**config.mk**
```make
export PLATFORM = sky130hd
export DESIGN_NAME = noc_router
export DESIGN_NICKNAME = d
export VERILOG_FILES = /design/src/rtl/noc_pkg.sv /design/src/rtl/noc_fifo.sv /design/src/rtl/noc_router.sv
export SDC_FILE = /design/constraint.sdc
export NUM_CORES = 1
export LEC_CHECK = 0
export BUFFER_PORTS_ARGS = -buffer_cell sky130_fd_sc_hd__buf_2
export CORE_MARGIN = 2
export CORE_UTILIZATION = 42
export DETAILED_ROUTE_END_ITERATION = 12
export PLACE_DENSITY = 0.65
export SLEW_MARGIN = 20
export SYNTH_ARGS = -nofsm -noshare
export SYNTH_HDL_FRONTEND = slang
export SYNTH_SLANG_ARGS = --single-unit
```
**constraint.sdc**
```tcl
create_clock -name clk -period 11.45 [get_ports clk]
set_input_delay 1.145 -clock clk [delete_from_list [all_inputs] [get_ports clk]]
set_output_delay 1.145 -clock clk [all_outputs]
set_load 0.1 [all_outputs]
```
**src/rtl/noc_pkg.sv**
```systemverilog
// Shared definitions for the 3-port mesh router: flit field layout, port codes
// and the modulo-3 round-robin helper.
package noc_pkg;

  localparam int unsigned DATA_W = 16;
  localparam int unsigned NUM_PORTS = 3;

  localparam logic [1:0] PORT_E = 2'b00;
  localparam logic [1:0] PORT_W = 2'b01;
  localparam logic [1:0] PORT_L = 2'b10;
  localparam logic [1:0] PORT_INV = 2'b11;

  localparam int unsigned VALID_BIT = 0;
  localparam int unsigned DEST_LSB = 1;
  localparam int unsigned DEST_MSB = 2;
  localparam int unsigned SRC_LSB = 3;
  localparam int unsigned SRC_MSB = 4;
  localparam int unsigned PAYLOAD_LSB = 5;

  // (base + offset) mod 3, with base and offset each in 0..2
  function automatic logic [1:0] rr_add(input logic [1:0] base, input logic [1:0] offset);
    logic [2:0] sum;
    logic [2:0] wrapped;
    sum = {1'b0, base} + {1'b0, offset};
    wrapped = sum - 3'd3;
    return (sum >= 3'd3) ? wrapped[1:0] : sum[1:0];
  endfunction

endpackage

```
**src/rtl/noc_fifo.sv**
```systemverilog
// Per-input flit FIFO with first-word-fall-through head and occupancy flags.
module noc_fifo #(
  parameter int unsigned DATA_W     = 16,
  parameter int unsigned FIFO_DEPTH = 4
) (
  input  logic              clk,
  input  logic              reset,
  input  logic              wr_i,
  input  logic [DATA_W-1:0] wdata_i,
  input  logic              pop_i,
  output logic [DATA_W-1:0] head_o,
  output logic              empty_o,
  output logic              full_o,
  output logic              almost_full_o
);

  localparam int unsigned PtrW = $clog2(FIFO_DEPTH);
  localparam int unsigned CntW = PtrW + 1;

  logic [DATA_W-1:0] mem_q [FIFO_DEPTH];
  logic [DATA_W-1:0] mem_d [FIFO_DEPTH];
  logic [PtrW-1:0]   wr_ptr_q, wr_ptr_d;
  logic [PtrW-1:0]   rd_ptr_q, rd_ptr_d;
  logic [CntW-1:0]   count_q, count_d;
  logic              push;
  logic              pop;

  assign full_o        = (count_q == CntW'(FIFO_DEPTH));
  assign almost_full_o = (count_q >= CntW'(FIFO_DEPTH - 1));
  assign empty_o       = (count_q == '0);
  assign head_o        = mem_q[rd_ptr_q];

  // A write while full is dropped even when a pop frees a slot on the same edge
  assign push = wr_i & ~full_o;
  assign pop  = pop_i & ~empty_o;

  always_comb begin
    mem_d    = mem_q;
    wr_ptr_d = wr_ptr_q;
    rd_ptr_d = rd_ptr_q;
    if (push) begin
      mem_d[wr_ptr_q] = wdata_i;
      wr_ptr_d        = wr_ptr_q + 1'b1;
    end
    if (pop) begin
      rd_ptr_d = rd_ptr_q + 1'b1;
    end
    count_d = count_q + CntW'(push) - CntW'(pop);
  end

  always_ff @(posedge clk or posedge reset) begin
    if (reset) begin
      mem_q    <= '{default: '0};
      wr_ptr_q <= '0;
      rd_ptr_q <= '0;
      count_q  <= '0;
    end else begin
      mem_q    <= mem_d;
      wr_ptr_q <= wr_ptr_d;
      rd_ptr_q <= rd_ptr_d;
      count_q  <= count_d;
    end
  end

endmodule

```
**src/rtl/noc_router.sv**
```systemverilog
// Three-port (E, W, L) router: input FIFOs, per-output round-robin arbitration
// and registered output flits with no backpressure.
module noc_router #(
  parameter int unsigned DATA_W     = noc_pkg::DATA_W,
  parameter int unsigned FIFO_DEPTH = 4
) (
  input  logic              clk,
  input  logic              reset,
  input  logic              writeE,
  input  logic              writeW,
  input  logic              writeL,
  input  logic [DATA_W-1:0] dataInE,
  input  logic [DATA_W-1:0] dataInW,
  input  logic [DATA_W-1:0] dataInL,
  output logic [DATA_W-1:0] dataOutE,
  output logic [DATA_W-1:0] dataOutW,
  output logic [DATA_W-1:0] dataOutL,
  output logic              fullE,
  output logic              almost_fullE,
  output logic              fullW,
  output logic              almost_fullW,
  output logic              fullL,
  output logic              almost_fullL
);
  import noc_pkg::*;

  logic [NUM_PORTS-1:0] wr;
  logic [NUM_PORTS-1:0] empty;
  logic [NUM_PORTS-1:0] full;
  logic [NUM_PORTS-1:0] almost_full;
  logic [NUM_PORTS-1:0] pop;
  logic [DATA_W-1:0]    din   [NUM_PORTS];
  logic [DATA_W-1:0]    head  [NUM_PORTS];
  logic [DATA_W-1:0]    out_q [NUM_PORTS];
  logic [DATA_W-1:0]    out_d [NUM_PORTS];
  // Highest-priority input for each output
  logic [1:0]           ptr_q [NUM_PORTS];
  logic [1:0]           ptr_d [NUM_PORTS];
  logic                 granted;
  logic [1:0]           cand;

  assign wr     = {writeL, writeW, writeE};
  assign din[0] = dataInE;
  assign din[1] = dataInW;
  assign din[2] = dataInL;

  for (genvar i = 0; i < NUM_PORTS; i++) begin : g_fifo
    noc_fifo #(
      .DATA_W    (DATA_W),
      .FIFO_DEPTH(FIFO_DEPTH)
    ) u_fifo (
      .clk          (clk),
      .reset        (reset),
      .wr_i         (wr[i]),
      .wdata_i      (din[i]),
      .pop_i        (pop[i]),
      .head_o       (head[i]),
      .empty_o      (empty[i]),
      .full_o       (full[i]),
      .almost_full_o(almost_full[i])
    );
  end

  always_comb begin
    pop     = '0;
    granted = 1'b0;
    cand    = '0;
    for (int o = 0; o < NUM_PORTS; o++) begin
      out_d[o] = '0;
      ptr_d[o] = ptr_q[o];
    end
    // Heads addressed to the invalid port are discarded without touching any output
    for (int i = 0; i < NUM_PORTS; i++) begin
      if (!empty[i] && head[i][DEST_MSB:DEST_LSB] == PORT_INV) begin
        pop[i] = 1'b1;
      end
    end
    for (int o = 0; o < NUM_PORTS; o++) begin
      granted = 1'b0;
      for (int k = 0; k < NUM_PORTS; k++) begin
        cand = rr_add(ptr_q[o], 2'(k));
        if (!granted && !empty[cand] && head[cand][DEST_MSB:DEST_LSB] == 2'(o)) begin
          granted    = 1'b1;
          pop[cand]  = 1'b1;
          out_d[o]   = head[cand];
          ptr_d[o]   = rr_add(cand, 2'd1);
        end
      end
    end
  end

  always_ff @(posedge clk or posedge reset) begin
    if (reset) begin
      out_q <= '{default: '0};
      ptr_q <= '{default: PORT_E};
    end else begin
      out_q <= out_d;
      ptr_q <= ptr_d;
    end
  end

  assign dataOutE     = out_q[0];
  assign dataOutW     = out_q[1];
  assign dataOutL     = out_q[2];
  assign fullE        = full[0];
  assign almost_fullE = almost_full[0];
  assign fullW        = full[1];
  assign almost_fullW = almost_full[1];
  assign fullL        = full[2];
  assign almost_fullL = almost_full[2];

endmodule

```
## Word-level counts from Yosys, hierarchy flattened

Cells that the tools add are included.

| word-level totals | value |
|---|---|
| bits in registers | 267 |
| input port bits | 53 |
| output and inout bits | 54 |

| cells by class | value |
|---|---|
| add/subtract/negate cells | 45 |
| magnitude comparators | 57 |
| eq/ne operators | 12 |
| mux-type cells | 135 |
| bitwise operators | 36 |
| reduce and logical (&&, ||, !) cells | 57 |

Operator list:

| cell | count |
|---|---|
| $mux 16 | 36 |
| $bmux 16 s2 | 12 |
| $bwmux 64 | 3 |
| $demux 16 s2 | 3 |
| $ge 3x2->1 const B | 18 |
| $mux 2 | 27 |
| $ge 3x3->1 const B | 15 |
| $not 2->3 | 15 |
| $add 2x1->3 const B | 12 |
| $sub 2x2->2 const B | 18 |
| $logic_and 1x1->1 | 30 |
| $lt 2x3->1 const B | 9 |
| $mux 1 | 27 |
| $mux 3 | 9 |
| $or 3x3->3 | 9 |
| $bmux 1 s2 | 9 |
| $demux 1 s2 | 9 |
| $ge 2x1->1 const B | 9 |
| $logic_not 1->1 | 18 |
| $add 2x1->2 const B | 6 |
| $eq 2x2->1 const B | 6 |
| $add 2x2->3 const B | 3 |
| $add 3x1->3 | 3 |
| $eq 3x3->1 const B | 3 |
| other kinds (9) | 33 |

## Logic depth before layout (Yosys ltp)

Gate-level depths: netlist of the first run.

| depth | value |
|---|---|
| depth after elaboration | 32 |
| gate-level depth with buffers | 16 |

## Cells and area by module

From an unflattened synthesis of the first run, not the netlist that was laid out.

| second synthesis, totals | value |
|---|---|
| cells, all modules | 1434 |
| area, all modules | 16281.9 um^2 |

Modules (own cells, without submodules):

| module | instances | cells each | area each (um^2) |
|---|---|---|---|
| noc_fifo (g_fifo[0].u_fifo ...) | 2 | 195 | 3403.3 |
| noc_router | 1 | 849 | 6073.3 |
| noc_fifo (g_fifo[2].u_fifo) | 1 | 195 | 3402.0 |

## Worst setup path before layout of the first run

No wires, ideal clock.

| timing | value |
|---|---|
| path kind | flip-flop to flip-flop |
| start | register g_fifo[2].u_fifo.count_q[1] |
| end | register g_fifo[2].u_fifo.mem_q[0] (netlist bit) |
| library setup time | 0.125 ns |
| arrival | 3.839 ns |
| data required time | 11.325 ns |
| slack | 7.487 ns |
| cell stages (with the launch flop) | 7 |
| buffers on the path | 2 |
| clock period less this slack | 3.963 ns |
| cell sequence | dfrtp_1 > nor3_1 > nor2b_1 > clkbuf_1 > nand2_1 > clkbuf_1 > mux2_2 |

| on the way | value |
|---|---|
| word-level cells in the longest chain between the ends | 3 |

RTL lines:

| item | RTL line | text |
|---|---|---|
| start, declared | noc_fifo.sv:24 | `logic [CntW-1:0] count_q, count_d;` |
| start signal, assigned | noc_fifo.sv:61 | `count_q <= count_d;` |
| $eq 3x3->1 | noc_fifo.sv:28 | `assign full_o = (count_q == CntW'(FIFO_DEPTH));` |
| via fullL | noc_router.sv:22 | `output logic fullL,` |
| $not 1->1 | noc_fifo.sv:34 | `assign push = wr_i & ~full_o;` |
| $and 1x1->1 | noc_fifo.sv:34 |  |
| via g_fifo[2].u_fifo.push | noc_fifo.sv:25 | `logic push;` |
| end signal, assigned | noc_fifo.sv:58 | `mem_q <= mem_d;` |
| end, declared | noc_fifo.sv:20 | `logic [DATA_W-1:0] mem_q [FIFO_DEPTH];` |

The timed path passes the listed nets, and every way through them passes these cells.
A chain may end at the register's enable or synchronous reset.

## Worst setup path in the final report of the first run

| timing | value |
|---|---|
| start | register g_fifo[1].u_fifo.rd_ptr_q[0] |
| end | register g_fifo[0].u_fifo.count_q[2] |

| on the way | value |
|---|---|
| word-level cells in the longest chain between the ends | 32 |
| elaborated cells between the ends (all ways) | 86 |

RTL lines:

| item | RTL line | text |
|---|---|---|
| start, declared | noc_fifo.sv:23 | `logic [PtrW-1:0] rd_ptr_q, rd_ptr_d;` |
| start signal, assigned | noc_fifo.sv:60 | `rd_ptr_q <= rd_ptr_d;` |
| $not 2->3 (implied by the code) (*) | noc_fifo.sv:31 | `assign head_o = mem_q[rd_ptr_q];` |
| $bmux 16 s2 (*) | noc_fifo.sv:31 |  |
| $mux 16 (implied by the code) (*) (2 in a row) | noc_fifo.sv:31 |  |
| $bmux 16 s2 | noc_router.sv:82 | `if (!granted && !empty[cand] && head[cand][DEST_MSB:DEST_LSB] == 2'(o)) begin` |
| $mux 16 (2 in a row) | -- |  |
| $logic_not 2->1 | noc_router.sv:82 |  |
| $logic_and 1x1->1 | noc_router.sv:82 |  |
| $mux 1 | noc_router.sv:82 |  |
| [16 not listed] | -- |  |
| $or 3x3->3 (no source line) | -- |  |
| $mux 3 | noc_router.sv:82 |  |
| $or 3x3->3 (no source line) | -- |  |
| $mux 3 (*) | noc_router.sv:82 |  |
| $and 1x1->1 (*) | noc_fifo.sv:35 | `assign pop = pop_i & ~empty_o;` |
| via g_fifo[0].u_fifo.pop | noc_fifo.sv:26 | `logic pop;` |
| $sub 3x1->3 (*) | noc_fifo.sv:48 | `count_d = count_q + CntW'(push) - CntW'(pop);` |
| via g_fifo[0].u_fifo.count_d[2] | noc_fifo.sv:24 |  |
| end signal, assigned | noc_fifo.sv:61 |  |
| end, declared | noc_fifo.sv:24 |  |

Mark *: on every way through the listed nets, which the timed path passes. The rest lies on a longest branch. The select of a mux whose other input is x is not followed.

==> flow_results.org, run 1 <==
** Synthesis
- Summing the areas of all compound-gate instances in the mapped netlist gives 15.1% of the synthesized area.
- Fraction of the mapped netlist area in simple logic gates :: 9.10%
- The number of different library cells used by synthesis comes to 80.
- After synthesis the netlist holds a flip-flop and latch count of 267.
- The synthesized netlist occupies a cell area of 15500 sq um.
- Sequential cells were found to cover 43.1% of the synthesized design area.
- Library cell occupying the most area in the post-synthesis netlist :: dfrtp_1
- The Yosys step of the flow raised 0 warnings.
- Combinational family with the most area after synthesis :: multiplexers
- Ys async rst share :: 100%
- Area share of the leading cell type in the synthesized netlist :: 43.1%
- Dividing the synthesized area by the synthesized cell count gives 11.0 sq um.
- Mux contribution to synthesized area :: 25.0%
- Among all flip-flop cells after synthesis, the most frequent one is dfrtp_1.
- Post-synthesis share of cell area spent on xor and xnor gates :: 0.678%
- Yosys mapped a number of flops with a built-in enable equal to 0.
- After synthesis, the cell types taking the most area are dfrtp_1, mux2_2, mux4_2.
- Counting every instance in the synthesized netlist gives 1415.
- After Yosys synthesis, full adders, half adders and majority gates account for 3.12% of the synthesized area.

** CTS
- Number of buffers inserted during clock tree synthesis :: 29
- # Post-CTS Setup Buffers :: 0
- The clock passes through at most 3 buffers.
- The tree is rooted in a clkbuf_16.
- TritonCTS built the clock tree.
- Clock transition time at the flip-flop clock pins of the worst setup and hold paths :: 70 ps
- Counting every sink on the clock net gives 267.
- Count of H-tree levels built during CTS :: 1
- Hold buffer count at CTS :: 0
- Post-CTS Resized :: 0
- Later-pin clock latency in the skew report :: 580 ps

** Worst setup path
- Startpoint of the worst register-to-register path :: g_fifo[1].u_fifo.rd_ptr_q[0]
- Along the worst path, the maximum fanout reaches 55.
- The endpoint identified for the worst register-to-register timing path is g_fifo[0].u_fifo.count_q[2].
- STA classifies the critical path endpoint as a flip-flop.
- Flop-to-flop setup slack :: 6860 ps
- At the worst endpoint, the arrival time is 5020 ps.
- Crit path launch type :: flip-flop
- The worst register-to-register path has a depth of 13.
- Required arrival time at the worst endpoint :: 11880 ps
- Start-to-end type of the worst setup path :: flip-flop to flip-flop

** Timing
- Number of failing hold endpoints at the final stage :: 0
- Setup repair after global routing left no endpoint under its margin.
- Post-layout minimum cycle time :: 4590 ps
- Once routing completed, OpenROAD measured the worst setup slack at 6860 ps.
- The clock arrives with 40.0 ps of skew.
- Measured against its own limit, the worst slew margin works out to 24.7%.
- Static timing analysis puts the maximum clock frequency at 218 MHz.
- At the pin with the least slew margin, the transition time is 1120 ps.
- Total Negative Setup Slacks :: 0 ps
- The final max-slew violation count is 0.
- Setup violations remaining at the end of the flow were counted as 0.
- The final critical path takes up 40.1% of the cycle.

** Cells and area
- Synth-to-Final Area Change :: 12.2%
- At the end of the flow the core is filled with cells to 47.8%.
- # nets final :: 1567
- Of the cells placed in the final design, the portion with a size suffix greater than 1 is 30.2%.
- Inserted Diodes :: 0
- The library cell used most frequently in the layout, excluding fill and tap cells, is dfrtp_1.
- Total of fill cells in the finished design :: 3324
- Highest-count cells in the layout ignoring fill and taps :: dfrtp_1, mux2_2, buf_2
- Non-filler cells in the finished layout :: 1968

** Detailed routing
- For this run, the detailed router's first-pass iteration total came to 5.
- Summing over every cut layer, the via total after detailed routing is 11800.
- In the final routed layout, each cell accounts on average for 21.2 microns.
- Post-route ant nets :: 0
- After detailed routing, the number of remaining DRC violations is 0.
- The final layout contains routed wiring with a total length of 41800 microns.
- Drt initial violations :: 1275
- In the routed layout, each cell is associated on average with a via count of 6.02.

** Global routing
- GRT Residual Overflow :: 0
- Maximum number of pins on one net before global-route repair :: 132
- The via count of the first global-routing pass was 11500.
- Initial antenna violation count :: 0
- Global-route wire length before repair :: 66200 microns
- In the global route stage, overall resource usage came out at 21.7%.

** Min path
- Startpoint of the tightest hold check path :: g_fifo[0].u_fifo.mem_q[7]
- Number of cells traversed by the worst hold path :: 1
- For hold timing, the worst endpoint is g_fifo[0].u_fifo.mem_q[7].
- Worst Hold Class :: flip-flop to flip-flop

** Die
- The floorplan step defined a die boundary enclosing 38500 sq um.
- Num rows :: 70
- The die is 196 microns tall.
- Overall die width :: 196 microns
- Number of top-level design ports :: 107
- The core region is 36400 sq um.
- Initial Utilization :: 42.5%

** Placed design
- Weighted congestion reported at the end of routability-driven placement :: 0.922
- Buffers placed on the I/O ports in this run total 106.
- Worst setup slack after placement :: 6970 ps
- Summed over all nets, the half-perimeter wirelength after detailed placement is 30200 microns.
- The number of placed instances, taps included, is 1915.

** Status
- Run status :: completed

** Job
- # Max-Cap Violations :: 0
## layout make-up
cell class                      instances  area, sq um  area share, %
Timing Repair Buffer                  125          677           3.89
Clock inverter                         15          189           1.09
Tap cell                              468          586           3.37
Inverter                               55          214           1.23
Clock buffer                           38          810           4.65
Sequential cell                       267         6680           38.4
Multi-Input combinational cell       1000         8240           47.4
## through the flow
step / hold slack [ps] / instance area [sq um]
final: 501 / 17400
after global routing: 511 / 17400
after CTS: 503 / 17400
after detailed placement: 490 / 16400
after global placement: 481 / 16400
after floorplan: 474 / 15500
## sequential cells by signal, summed over array words and instances, names as in the netlist
signal,cells
dataOutL,16
g_fifo.u_fifo.count_q,9
ptr_q,6
g_fifo.u_fifo.mem_q,192
dataOutW,16
g_fifo.u_fifo.rd_ptr_q,6
g_fifo.u_fifo.wr_ptr_q,6
dataOutE,16
## synthesized netlist by cell type, types with 33 or more instances
library cell,instances
inv_1,54
nor2b_1,42
nor2_1,72
dfrtp_1,267
ha_1,33
a221oi_1,33
a21oi_1,92
mux4_2,41
mux2_2,208
mux2i_1,61
clkbuf_1,73
o22ai_1,100
o21ai_0,47
nand2_1,84
## cell families after synthesis
kind of cell	after synthesis
compound gates	358
mux	310
simple gates	279
flops	267
buf+inv	151
fa+ha+maj	37
xor+xnor	12
other cells	1
## worst max-delay path by stage
stage	slack, ps	depth (start not counted)	from	to
after floorplan	2950	1	reset	dataOutE[0]
after global placement	7030	13	g_fifo[1].u_fifo.rd_ptr_q[1]	g_fifo[0].u_fifo.count_q[2]
after detailed placement	6970	13	g_fifo[1].u_fifo.rd_ptr_q[1]	g_fifo[0].u_fifo.count_q[2]
after CTS	6910	13	g_fifo[1].u_fifo.rd_ptr_q[0]	g_fifo[0].u_fifo.count_q[2]
after global routing	6520	13	g_fifo[1].u_fifo.rd_ptr_q[0]	g_fifo[0].u_fifo.count_q[2]
final	6860	13	g_fifo[1].u_fifo.rd_ptr_q[0]	g_fifo[0].u_fifo.count_q[2]
## metal layers
| layer | GRT usage (%) | share of wire [%] | vias up | wire length, microns |
|---|---|---|---|---|
| met1 | 32.4 | 47 | 5957 | 19500 |
| li1 | - | - | 5404 | - |
| met5 | 0 | 0 | - | 0 |
| met2 | 32.6 | 44 | 422 | 18300 |
| met4 | 6.37 | 2.6 | 0 | 1110 |
| met3 | 3.23 | 6.8 | 56 | 2850 |
## critical path, stage by stage, from the launching register on
cell	delay, ps
dfrtp_1	360
buf_4	280
nor4b_1	380
a31oi_1	120
a211oi_1	530
a211o_1	640
nor2_2	320
a311oi_1	520
a31oi_2	200
ha_1	340
inv_1	40
ha_1	180
fa_1	370
xor2_1	150
Power of run 1 is not shown: default switching activity piles up to over one toggle a cycle in this logic, so the estimate is an artifact.
==> run 2: changes to the inputs <==
--- a/config.mk
+++ b/config.mk
@@ -9,7 +9,7 @@
 export CORE_MARGIN = 2
 export CORE_UTILIZATION = 42
 export DETAILED_ROUTE_END_ITERATION = 12
-export PLACE_DENSITY = 0.65
+export PLACE_DENSITY = 0.67
 export SLEW_MARGIN = 20
 export SYNTH_ARGS = -nofsm -noshare
 export SYNTH_HDL_FRONTEND = slang
==> constraint.sdc (replaced) <==
create_clock -name clk -period 3.7 [get_ports clk]
set_input_delay 0.37 -clock clk [delete_from_list [all_inputs] [get_ports clk]]
set_output_delay 0.37 -clock clk [all_outputs]
set_load 0.1 [all_outputs]
==> run 2 against run 1 <==
Clock skew fell by 22 ps. Flip-flop and latch count is the same. Die area unchanged. Final cell count is 3.5% higher. Via count rose by 1.6%. Register-to-register slack lost 6800 ps. Non-clock buffer count rose by 66. First-iteration DRC count fell by 21%. Clock-buffer cell count increased by 2. Global-route usage is 0.53 points higher. Worst hold slack worse by 430 ps. Critical endpoint is now g_fifo[1].u_fifo.count_q[2].
==> flow_results.org, run 2 (same netlist as run 1, synthesis figures left out) <==
** Status
- The flow ran to the end, and the final reports show no timing, DRC or antenna violations.

** Cells and area
- Most common cell after layout, fill and taps aside :: dfrtp_1
- The filler cells instantiated in the layout total 3265.
- Compared with the post-synthesis result, the final layout area differs by 17.4%.
- Most flops, register :: g_fifo.u_fifo.mem_q
- Layout cells sized above 1 :: 34.6%
- Highest-count cells in the layout ignoring fill and taps :: dfrtp_1, mux2_2, buf_2
- Inserted Diodes :: 0
- Final design utilization :: 50.0%
- # nets final :: 1634
- After routing the design area is 18200 sq um.
- The register with the most flip-flops in the layout has 192 of them.

** Detailed routing
- For this block, the initial DRC count from the detailed router was 1010.
- WL/cell :: 21.1 microns
- Before antenna repair, the detailed router went through 8 iterations.
- Via count of the routed design :: 12000
- In the routed layout, each cell is associated on average with a via count of 5.91.
- After detailed routing, the number of remaining DRC violations is 0.
- Post-Route WL :: 43000 microns
- Post-route ant nets :: 0

** Job
- # Max-Cap Violations :: 0

** Die
- Overall die width :: 196 microns
- Area enclosed by the die boundary :: 38500 sq um
- Num rows :: 70
- Initial Utilization :: 42.5%
- During I/O placement, the number of pins put on the boundary was 107.
- The die is 196 microns tall.
- The floorplan step defined a core boundary enclosing 36400 sq um.

** Worst setup path
- The worst setup path is of the flip-flop to flip-flop kind.
- For the worst setup path, the data arrival time is 4060 ps.
- STA classifies the critical path endpoint as a flip-flop.
- Flop-to-flop setup slack :: 90 ps
- Required arrival time at the worst endpoint :: 4150 ps
- STA classifies the critical path startpoint as a flip-flop.
- R2R depth :: 13
- Largest fanout on the critical path :: 3

** Global routing
- The via count of the first global-routing pass came to 11900.
- Global Route Usage Sum :: 22.2%
- Global-route wire length before repair :: 68100 microns
- The number of antenna violations at the first check in global routing was 1.
- Entering global routing, the biggest net connects 93 pins.
- The total overflow left after global routing is 0.

** Timing
- The clock period could shrink to 3610 ps.
- Portion of the clock cycle consumed by the worst path in the final layout :: 97.6%
- Worst Tran Pin Value :: 993 ps
- Worst clock skew :: 17.9 ps
- Worst rel slew slack :: 33.1%
- Number of failing hold endpoints at the final stage :: 0
- After layout, the worst setup slack is 87.0 ps.
- Setup violations remaining at the end of the flow were counted as 0.
- Setup repair after global routing could not meet its margin everywhere.
- Final-report max-slew violation count :: 0
- Maximum achievable frequency :: 277 MHz
- Total Negative Setup Slacks :: 0 ps

** CTS
- Cell at the root of the clock tree :: clkbuf_16
- TritonCTS clock tree :: built
- Counting along the longest clock path gives a buffer depth of 3.
- Clock transition time at the flip-flop clock pins of the worst setup and hold paths :: 70 ps
- Clk sink count :: 267
- CTS built an H-tree with a depth of 1.
- Number of buffers inserted during clock tree synthesis :: 30
- Later-pin clock latency in the skew report :: 570 ps

** Placed design
- Post-DP HPWL :: 30900 microns
- After detailed placement, the total cell area comes to 16900 sq um.
- PortBufs :: 106
- Weighted congestion reported at the end of routability-driven placement :: 0.920
- Worst setup slack after placement :: 41.2 ps

** Min path
- Counting instances, the worst hold path has a depth of 2.
- In this run the worst hold path is classified as primary input to flip-flop.
[run 2: cell types whose count changed in the layout (fill, tap and decap cells not counted), sizes merged]
cell and delta:
dlygate4sd3 +1, inv -4, buf +65, bufinv +2
clkbuf +2, clkinvlp +2
[run 2: stage by stage]
step | hold slack [ps] | std cells
floorplan | 474 | 1418
global placement | 482 | 1969
detailed placement | 489 | 1969
CTS | 47.7 | 2024
global route | 70.0 | 2036
finish | 71.3 | 2036
[run 2: repair_timing]
item / CTS / global route
setup endpoints to repair: 0 / 6
hold endpoints to repair: 0 / 11
hold buffers: 0 / 1
resized for setup: 0 / 25
setup buffers: 0 / 10
[run 2: critical path, stage by stage (launching register included)]
cell,delay [ps]
dfrtp_1,400
or2b_1,220
mux4_2,530
or3_4,430
o221a_2,310
o31ai_2,240
a22o_1,230
o21a_2,170
ha_1,230
inv_1,60
ha_1,130
inv_1,50
fa_1,370
xnor2_1,130
[run 2: area by class of cell]
cell class              count  area [sq um]  area share (%)
well taps                 468           586            3.22
repair buffers            191          1220            6.71
flip-flops and latches    267          6680            36.7
clock inverters            15           230            1.26
inverters                  55           210            1.15
clock buffers              40           880            4.83
multi-input cells        1000          8390            46.1
[run 2: final timing paths]
| check | to | startpoint |
|---|---|---|
| max in group asynchronous | g_fifo[2].u_fifo.mem_q[47] | reset |
| min in group asynchronous | g_fifo[0].u_fifo.mem_q[49] | reset |
| min reg2reg | g_fifo[2].u_fifo.mem_q[4] | g_fifo[2].u_fifo.mem_q[4] |
| max | g_fifo[1].u_fifo.count_q[2] | g_fifo[0].u_fifo.mem_q[2] |
| min | g_fifo[0].u_fifo.mem_q[21] | dataInE[5] |
| max reg2reg | g_fifo[1].u_fifo.count_q[2] | g_fifo[0].u_fifo.mem_q[2] |
[run 2: metal layers]
metal	wire, microns	global-route usage, %	vias up
met2	19500	34.7	448
met1	19400	32.0	5975
met5	16	0	-
met3	2910	3.52	73
li1	-	-	5529
met4	1220	6.26	2
Power of run 2 is left out for the same reason.
==> run 3: changes to the inputs <==
==> constraint.sdc (replaced) <==
create_clock -name clk -period 2.9 [get_ports clk]
set_input_delay 0.29 -clock clk [delete_from_list [all_inputs] [get_ports clk]]
set_output_delay 0.29 -clock clk [all_outputs]
set_load 0.1 [all_outputs]
==> run 3 against run 2 <==
First-iteration DRC count rose by 20%. Critical path depth increased by 1. The flow now finishes with violations (setup timing). Final cell count increased by 8.4%. Core utilization rose by 4.3 points.
==> flow_results.org, run 3 (same netlist as run 1, synthesis figures left out) <==
** Status
- Run status :: finished, violations left
- Failing checks :: setup timing

** CTS
- For the worst-skew pair, the clock arrives at the later sink with an insertion delay of 570 ps.
- TritonCTS built the clock tree.
- Number of buffers inserted during clock tree synthesis :: 30
- CTS built an H-tree with a depth of 1.
- For this design, the sink count on the clock tree is 267.
- Maximum buffer depth of the clock tree :: 3
- After clock tree synthesis, the clock-pin slew on the worst setup and hold paths is 60 ps.
- The root buffer cell chosen for the clock tree is clkbuf_16.

** Placed design
- OpenSTA, run right after detailed placement, puts the worst setup slack at -659 ps.
- Counting tap cells, the placed design contains a total of 2099 instances.
- Buffers placed on the I/O ports in this run total 106.
- The congestion estimate from routability-driven global placement came to 0.948.
- Post-DP HPWL :: 32900 microns
- Total cell area at the placement stage :: 17900 sq um

** Timing
- Between clock sinks in the finished design, the worst skew comes to 23.1 ps.
- Worst rel slew slack :: 50.4%
- The count of final hold-check violations is 0.
- Setup violations remaining at the end of the flow were counted as 10.
- The final max-slew violation count was 0.
- Post-layout minimum cycle time :: 3470 ps
- For the pin with the worst max-slew slack, the measured transition is 743 ps.
- Of the available clock period, the critical path in the final layout requires 120%.
- RSZ-0062 raised after global routing :: yes
- Timing would allow up to 288 MHz.
- Worst Setup Slack, final :: -567 ps

** Die
- Once the floorplan was initialized, standard cells occupied 42.5% of the core.
- 107 I/O pins were placed.
- In this run the core area contains 70 standard-cell rows.
- Area of the core region :: 36400 sq um
- From left edge to right edge, the die measures 196 microns.
- In this run the vertical extent of the chip is 196 microns.
- Area enclosed by the die boundary :: 38500 sq um

** Cells and area
- In the final layout, the share of cells above drive strength 1 is 41.0%.
- After routing the design area is 19800 sq um.
- For this run, the number of standard cells in the final layout without fillers is 2207.
- The sequential cells in the finished layout cover a total of 6690 sq um.
- Synth-to-Final Area Change :: 27.6%
- Leaving out fill and tap cells, the most frequent cell in the layout is dfrtp_1.
- # nets final :: 1805
- At the end of the flow the core is filled with cells to 54.3%.
- The repair_antennas step left the layout with diodes totalling 0.
- Ranked by flip-flop count, first place goes to g_fifo.u_fifo.mem_q.
- After filler insertion, the fill cell instance count of the layout stands at 3185.
- Number of flip-flops in the largest register :: 192
- In the layout the commonest cells are dfrtp_1, buf_4, mux2_2.
- Area occupied by multi-input gates :: 8660 sq um

** Global routing
- Global routing met3 resource utilization :: 3.42%
- For met1 alone, demand over resource in global routing was 33.8%.
- The number of antenna violations at the first check in global routing is 1.
- Maximum number of pins on one net before global-route repair :: 83
- Global Route Usage Sum :: 23.4%
- Global routing used 35.2% of the available met2 tracks.
- GRT Residual Overflow :: 0
- Global-route wire length before repair :: 71500 microns
- The via count of the first global-routing pass was 12800.
- The global routing stage identified its most utilized layer as met2.

** Worst setup path
- Start-to-end type of the worst setup path :: flip-flop to flip-flop
- Flop-to-flop setup slack :: -570 ps
- Largest fanout on the critical path :: 4
- Crit path launch type :: flip-flop
- Endpoint kind of the worst setup timing path :: flip-flop
- STA puts the critical path data arrival time at 3920 ps.
- Data on the critical path is required at its endpoint by 3350 ps.

** Detailed routing
- After the first detailed-routing iteration, the DRC count stood at 1214.
- The detailed router placed 12800 vias in this run.
- Post-Route WL :: 45000 microns
- Remaining design rule violation count :: 0
- After detailed routing, the average wire length per cell comes to 20.4 microns.
- The first detailed-routing pass ran for 5 iterations.
- Post-route ant nets :: 0
- DR vias/cell :: 5.82

** Job
- # Max-Cap Violations :: 0

** Min path
- Worst Hold Class :: primary input to flip-flop
[run 3: changes by cell type in the layout (fill, tap and decap cells not counted), moves of 4 or more]
cell	change
ha_1	-5
ha_4	+4
bufinv_16	-4
inv_2	+6
buf_6	+4
nor2_1	-4
dlygate4sd3_1	+39
inv_1	-6
buf_4	+129
[run 3: worst paths after layout]
path	to	depth (start not counted)	from
worst max-delay path	g_fifo[1].u_fifo.count_q[1]	14	g_fifo[0].u_fifo.mem_q[2]
worst min-delay path	g_fifo[0].u_fifo.mem_q[17]	2	dataInE[1]
worst max register to register	g_fifo[1].u_fifo.count_q[1]	14	g_fifo[0].u_fifo.mem_q[2]
worst min register to register	g_fifo[2].u_fifo.mem_q[24]	1	g_fifo[2].u_fifo.mem_q[24]
max in group asynchronous	g_fifo[2].u_fifo.mem_q[58]	4	reset
min in group asynchronous	g_fifo[0].u_fifo.mem_q[62]	3	reset
[run 3: cell type report]
type | instances | area share, %
well taps | 468 | 2.96
multi-input cells | 1000 | 43.8
repair buffers | 362 | 13.2
clock inverters | 12 | 0.620
clock buffers | 43 | 4.60
flip-flops and latches | 267 | 33.8
inverters | 55 | 1.06
[run 3: through the flow]
stage | TNS, ps | hold WS [ps]
floorplan | -246770 | 441
detailed placement | -7560 | 454
finish | -3430 | 25.5
CTS | -3490 | 5.86
global route | -4780 | 19.2
global placement | -7260 | 461
[run 3: routing by layer]
layer  up-vias  share of wire [%]
met3        80                6.1
li1       5893                  -
met2       451                 44
met5         -              0.027
met1      6422                 46
met4         2                4.0
[run 3: timing repair]
item	in CTS	in global routing
pin swaps	5	21
resized for setup	17	47
setup endpoints to repair	23	18
buffers inserted	5	9
hold endpoints to repair	148	0
hold buffers	40	0
cloned	0	0
[run 3: worst max-delay path, cell delays in order, from the launching register on]
cell	delay [ps]
dfrtp_1	380
or2b_1	220
mux4_2	500
or3_4	370
o221ai_4	270
buf_6	150
o31ai_4	70
a22o_1	210
o21a_2	230
ha_4	210
inv_2	60
ha_4	120
inv_2	40
fa_2	530
inv_2	30
Power of run 3 is left out for the same reason.
